<file path="src/rtl/hs_stream_upsizer.sv">
// Packs RATIO narrow FWFT words (fewer when a word carries last) into one registered wide word.
// Wide word is valid the cycle after the closing narrow word is read; a closing word waits in the FIFO while the output slot is full.
module hs_stream_upsizer #(
  parameter int DATA_WIDTH = 32,
  parameter int RATIO      = 4,
  parameter int CNT_WIDTH  = $clog2(RATIO + 1)
) (
  input  logic                        clk,
  input  logic                        reset_n,
  input  logic                        in_empty_n,
  output logic                        in_read,
  input  logic [DATA_WIDTH:0]         in_dout,
  output logic                        if_empty_n,
  input  logic                        if_read,
  output logic [RATIO*DATA_WIDTH-1:0] if_dout,
  output logic [CNT_WIDTH-1:0]        out_count,
  output logic                        out_last
);
  localparam int IDX_WIDTH = $clog2(RATIO);
  localparam int WIDE      = RATIO * DATA_WIDTH;

  logic [IDX_WIDTH-1:0]  idx;
  logic [WIDE-1:0]       acc;
  logic [WIDE-1:0]       merged;
  logic [DATA_WIDTH-1:0] in_payload;
  logic                  in_last;
  logic                  slot_free;
  logic                  closing;
  logic                  fill;
  logic                  close;

  assign in_payload = in_dout[DATA_WIDTH-1:0];
  assign in_last    = in_dout[DATA_WIDTH];

  // Only a closing word needs the output slot; open lanes keep filling while the output is held.
  assign slot_free = !if_empty_n || if_read;
  assign closing   = (idx == IDX_WIDTH'(RATIO - 1)) || in_last;
  assign in_read   = reset_n && in_empty_n && (!closing || slot_free);
  assign fill      = in_read && !closing;
  assign close     = in_read && closing;

  always_comb begin
    merged = acc;
    merged[idx*DATA_WIDTH +: DATA_WIDTH] = in_payload;
  end

  always_ff @(posedge clk) begin
    if (!reset_n) begin
      idx <= '0;
      acc <= '0;
    end else if (close) begin
      idx <= '0;
      acc <= '0;
    end else if (fill) begin
      idx <= idx + IDX_WIDTH'(1);
      acc <= merged;
    end
  end

  // A close in the same cycle as a drain overwrites the slot, so valid never drops between words.
  always_ff @(posedge clk) begin
    if (!reset_n) begin
      if_empty_n <= 1'b0;
      if_dout    <= '0;
      out_count  <= '0;
      out_last   <= 1'b0;
    end else if (close) begin
      if_empty_n <= 1'b1;
      if_dout    <= merged;
      out_count  <= CNT_WIDTH'(idx) + CNT_WIDTH'(1);
      out_last   <= in_last;
    end else if (if_read && if_empty_n) begin
      if_empty_n <= 1'b0;
    end
  end

endmodule
</file>
<file path="config.mk">
export PLATFORM = sky130hd
export DESIGN_NAME = hs_stream_upsizer
export DESIGN_NICKNAME = d
export VERILOG_FILES = /design/src/rtl/hs_stream_upsizer.sv
export SDC_FILE = /design/constraint.sdc
export NUM_CORES = 1
export LEC_CHECK = 0
export ABC_AREA = 1
export CAP_MARGIN = 25
export CORE_UTILIZATION = 32
export DETAILED_ROUTE_END_ITERATION = 7
export GPL_ROUTABILITY_DRIVEN = 0
export HOLD_SLACK_MARGIN = 0.1
export PLACE_DENSITY = 0.62
export SLEW_MARGIN = 20
export SYNTH_ARGS = -nofsm -noshare
export SYNTH_HDL_FRONTEND = slang
export SYNTH_SLANG_ARGS = --single-unit
</file>
<file path="constraint.sdc">
create_clock -name clk -period 1.9 [get_ports clk]
set_input_delay 0.475 -clock clk [delete_from_list [all_inputs] [get_ports clk]]
set_output_delay 0.475 -clock clk [all_outputs]
set_load 0.005 [all_outputs]
</file>
# Word-level counts from Yosys, hierarchy flattened
# Cells that the tools add are included.
# classes
addsub	3
n_mul	0
n_div	0
order_cmp	0
n_eq_ne	1
shift	2
n_mux	3
bitwise	1
n_reduce_logical	12
# op_table
op	count
bitwise mux 128 bit	1
variable shift 32 x 34 -> 128 bit (first input constant)	1
indexed part select 32 x 34 -> 128 bit	1
negation 7 -> 34 bit	1
logical AND 1 bit	5
adder 2 x 1 -> 3 bit (second input constant)	1
logical OR 1 bit	3
adder 2 x 1 -> 2 bit (second input constant)	1
== test 2 bit (second input constant)	1
zero test 1 bit	2
2-to-1 mux 1 bit	2
nonzero test 2 bit	1
OR reduction 2 bit	1
NOT 1 bit	1
# totals
register_bits	263
latchBits	0
ram_bits	0
rom_bits	0
inputBits	37
output_inout_bits	134
elab_cells	28
n_memories	0

# Logic depth before layout (Yosys ltp)
# logic_depth
depth_word	7
ltp_mapped	13
ltp_nobuf	9

# Worst setup path after synthesis
# Ideal clock, no wire load.
# synth_timing
path_kind	reg-to-reg
from	register idx[0]
to	register if_dout[111]
setup_ns	0.116
arrival_time_ns	1.874
required_ns	1.784
setup_slack_ns	-0.090
path_stages_with_launch	11
n_path_buf	3
period_less_slack_ns	1.990
path_cell_list	dfxtp_1 -> buf_2 -> buf_2 -> inv_1 -> ha_1 -> nor2_1 -> nand2_1 -> clkbuf_1 -> nor2_1 -> o21ai_0 -> nand2_1
# synth_via
elab_chain_cells	6
word_cells_on_any_way	10
cone_classes	add/sub (1); eq/ne (1); shift (2); mux (1); reduce/logical (5)
# synth_lines
item	line_no	source
start, declared	22	logic [IDX_WIDTH-1:0] idx;
start signal, assigned	55	idx <= idx + IDX_WIDTH'(1);
branches (longest 6 deep; another with negation 7 -> 34 bit)	n/a	
end signal, assigned	69	if_dout <= merged;
end, declared	15	output logic [RATIO*DATA_WIDTH-1:0] if_dout,
# Parallel ways; which one is timed is not known.
# A chain may end at the register's enable or synchronous reset.

# Final worst setup path
# layout_timing
from	register idx[0]
to	output in_read
# layout_via
elab_chain_cells	5
# layout_lines
item	line_no	source
== test 2 bit	37	assign closing = (idx == IDX_WIDTH'(RATIO - 1)) || in_last;
logical OR 1 bit	37	
zero test 1 bit	38	assign in_read = reset_n && in_empty_n && (!closing || slot_free);
logical OR 1 bit	38	
logical AND 1 bit	38	
end, declared	11	output logic in_read,
# No other way between the ends.

==> results.sh <==
export IMPL_run_status="complete, but fails checks"
export IMPL_violations="negative setup slack"
export IMPL_worst_pin_slew_ns=0.768
export IMPL_arrival_ns=1.44
export IMPL_hold_buffers=0
export IMPL_crit_type="reg2out"
export IMPL_crit_path_top_delay_cell="dfxtp_2"
export IMPL_dp_hpwl_um=28000
export IMPL_synth_simple_area_share_pct=43.3
export IMPL_rsz0062_at_grt="yes"
export IMPL_ys_warn_count=0
export IMPL_cts_tree="built"
export IMPL_hold_path_startpoint="reset_n"
export IMPL_coreArea_um2=36900
export IMPL_ys_ff_latch=263
export IMPL_final_cell_mix="763 x nand2_1, 309 x nor2_1, 230 x dfxtp_1"
export IMPL_ys_types=15
export IMPL_critPathMaxStageDelay_ns=0.35
export IMPL_cts_made_buffers=30
export IMPL_top_level_ports=171
export IMPL_cp_data_required_time_ns=1.42
export IMPL_avgSynthCellArea_um2=6.20
export IMPL_die_area_um2=38500
export IMPL_hold_end="if_empty_n"
export IMPL_clock_sinks=263
export IMPL_routed_wl_um=40000
export IMPL_crit_fanout=3
export IMPL_cts_root_buf="clkbuf_16"
export IMPL_nets=2163
export IMPL_syn_nets=1991
export IMPL_p_total_mw=13.9
export IMPL_pre_cts_ws_ns=-0.390
export IMPL_synth_top_area_share_pct=43.6
export IMPL_dr_first_iter_drc_count=1132
export IMPL_final_common_cell="nand2_1"
export IMPL_end_kind="primary output"
export IMPL_finish_utilization_pct=43.9
export IMPL_slew_violations=0
export IMPL_die_x_um=196
export IMPL_hold_path_depth=3
export IMPL_min_path_type="in2reg"
export IMPL_place_area_um2=14800
export IMPL_ctsLongestPathBuffers=3
export IMPL_crit_path_start_kind="register"
export IMPL_cp_cell_sequence="ha_4 -> nor2_4 -> nand2_4 -> nand2_2 -> buf_2"
export IMPL_synthCells=1948
export IMPL_worst_r2r_setup_slack_ns=0.03
export IMPL_critPathBufInv=1
export IMPL_ant_nets=0
export IMPL_clock_skew_ns=0.0190
export IMPL_fp_dieH_um=196
export IMPL_synth_compound_area_share_pct=1.37
export IMPL_cts_htree_levels=1
export IMPL_drc=0
export IMPL_num_vias=12400
export IMPL_via_per_inst=4.69
export IMPL_clkTransAtPathRegs_ns=0.06
export IMPL_r2r_cells=8
export IMPL_vdd_drop_max_uv=612
export IMPL_wl_per_cell_um=15.1
export IMPL_areaGrowthSynthToFinish_pct=34.2
export IMPL_yosys_top_cells_area="dfxtp_1 44%, nand2_1 24%, nor2_1 9.7%"
export IMPL_yosys_mux_area_fraction_pct=0
export IMPL_synth_top_family_by_area="simple AND/OR/NAND/NOR gates"
export IMPL_clk_latency_ns=0.56
export IMPL_grt_use_total_pct=20.3
export IMPL_grt_antenna_before_repair=0
export IMPL_synth_seq_area_share_pct=43.6
export IMPL_design_area_um2=16200
export IMPL_fillers=3777
export IMPL_n_antenna_cell=0
export IMPL_floorplan_initialDensity_pct=32.7
export IMPL_drive_above_1_share_pct=9.57
export IMPL_p_leak_nw=9.39
export IMPL_regToRegEndpoint="if_dout[122]"
export IMPL_first_pass_iters=7
export IMPL_drv_cap=0
export IMPL_reg2reg_from="idx[0]"
export IMPL_period_share_pct=101
export IMPL_layout_setup_ws_ns=-0.0150
export IMPL_grt_start_max_net_pins=131
export IMPL_min_period_ns=1.92
export IMPL_setup_violations=1
export IMPL_grt_pass1_wl_um=62400
export IMPL_synth_adder_area_share_pct=0.622
export IMPL_netlist_area_um2=12100
export IMPL_synth_xor_area_share_pct=0.0726
export IMPL_slew_headroom_pct=48.8
export IMPL_yosysTopAreaCell="dfxtp_1"
export IMPL_grt_pass1_vias=11600
export IMPL_cp_top_family="flip-flops"
export IMPL_port_buffers=170
export IMPL_hold_violations=0
export IMPL_std_cell_rows=70
export IMPL_fmax_ghz=0.522
export IMPL_overflow=0
export IMPL_p_per_area_nw_per_um2=857
==> per-layer routing <==
layer  global-route usage, %  share of wire, %  vias to the layer above
met2                    31.8                43                      461
met5                       0                 0                        -
met3                    2.92               6.8                       95
met4                    7.23               3.6                        0
met1                    28.3                46                     5662
li1                        -                 -                     6194
==> tightest hold or removal path, cell delays in order <==
cell and delay [ns]:
buf_4 0.13, nand3_1 0.08, nand2_1 0.06
==> cell usage after synthesis <==
library cell / n
ha_1: 6
nor2_1: 313
nor3_1: 19
inv_2: 3
nand3_2: 1
xor2_1: 1
a21oi_1: 1
nand3_1: 213
buf_2: 68
clkbuf_1: 53
nand2_1: 768
o21ai_0: 32
buf_1: 3
dfxtp_1: 263
inv_1: 204
==> worst max-delay path by stage <==
stage / slack, ns / from / endpoint / cells past startpoint
floorplan: -0.03 / idx[0] / acc[10] / 10
global placement: -0.39 / in_dout[32] / in_read / 5
detailed placement: -0.39 / in_dout[32] / in_read / 5
CTS: -0.04 / idx[1] / in_read / 5
global route: -0.07 / idx[0] / if_dout[107] / 8
finish: -0.02 / idx[0] / in_read / 5
==> cells by family after synthesis <==
group / after synthesis
flip-flops: 263
buffers and inverters: 331
AND/OR/NAND/NOR: 1314
adder cells (fa/ha/maj): 6
AO/OA/AOI/OAI: 33
XOR/XNOR: 1
==> through the flow <==
step / TNS [ns] / instances / hold WS (ns)
6_report: -0.0150 / 2647 / 0.230
5_1_grt: -1.46 / 2647 / 0.221
4_1_cts: -0.0352 / 2639 / 0.209
3_5_place_dp: -32.26 / 2583 / 0.433
3_3_place_gp: -26.73 / 2583 / 0.432
2_1_floorplan: -1.93 / 1948 / 0.442
==> state kept, by name, summed over array words and instances, names as in the netlist <==
name,cells
if_dout,128
out_last,1
if_empty_n,1
idx,2
acc,128
out_count,3
==> timing repair <==
| action | 4_1_cts | 5_1_grt |
|---|---|---|
| pin swaps | 1 | 2 |
| gates resized for setup | 74 | 96 |
| cloned | 0 | 4 |
| endpoints found under the setup margin | 65 | 164 |
| setup buffers | 1 | 4 |
| endpoints found under the hold margin | 0 | 0 |
==> where the power goes <==
group	internal, mW	switching (mW)
sequential	5.73	0.103
combinational	0.598	0.919
clock	4.12	2.41
total	10.4	3.43
==> layout make-up <==
cell class | instances | area (um2) | share of cell area (%)
clock inverters | 14 | 230 | 1.42
inverters | 207 | 787 | 4.86
clock buffers | 41 | 903 | 5.58
repair buffers | 262 | 2780 | 17.1
multi-input cells | 1354 | 5560 | 34.3
repair inverters | 2 | 10.0 | 0.0618
flip-flops and latches | 263 | 5310 | 32.8
well taps | 504 | 631 | 3.89
Power figures use the tool's default switching activity.
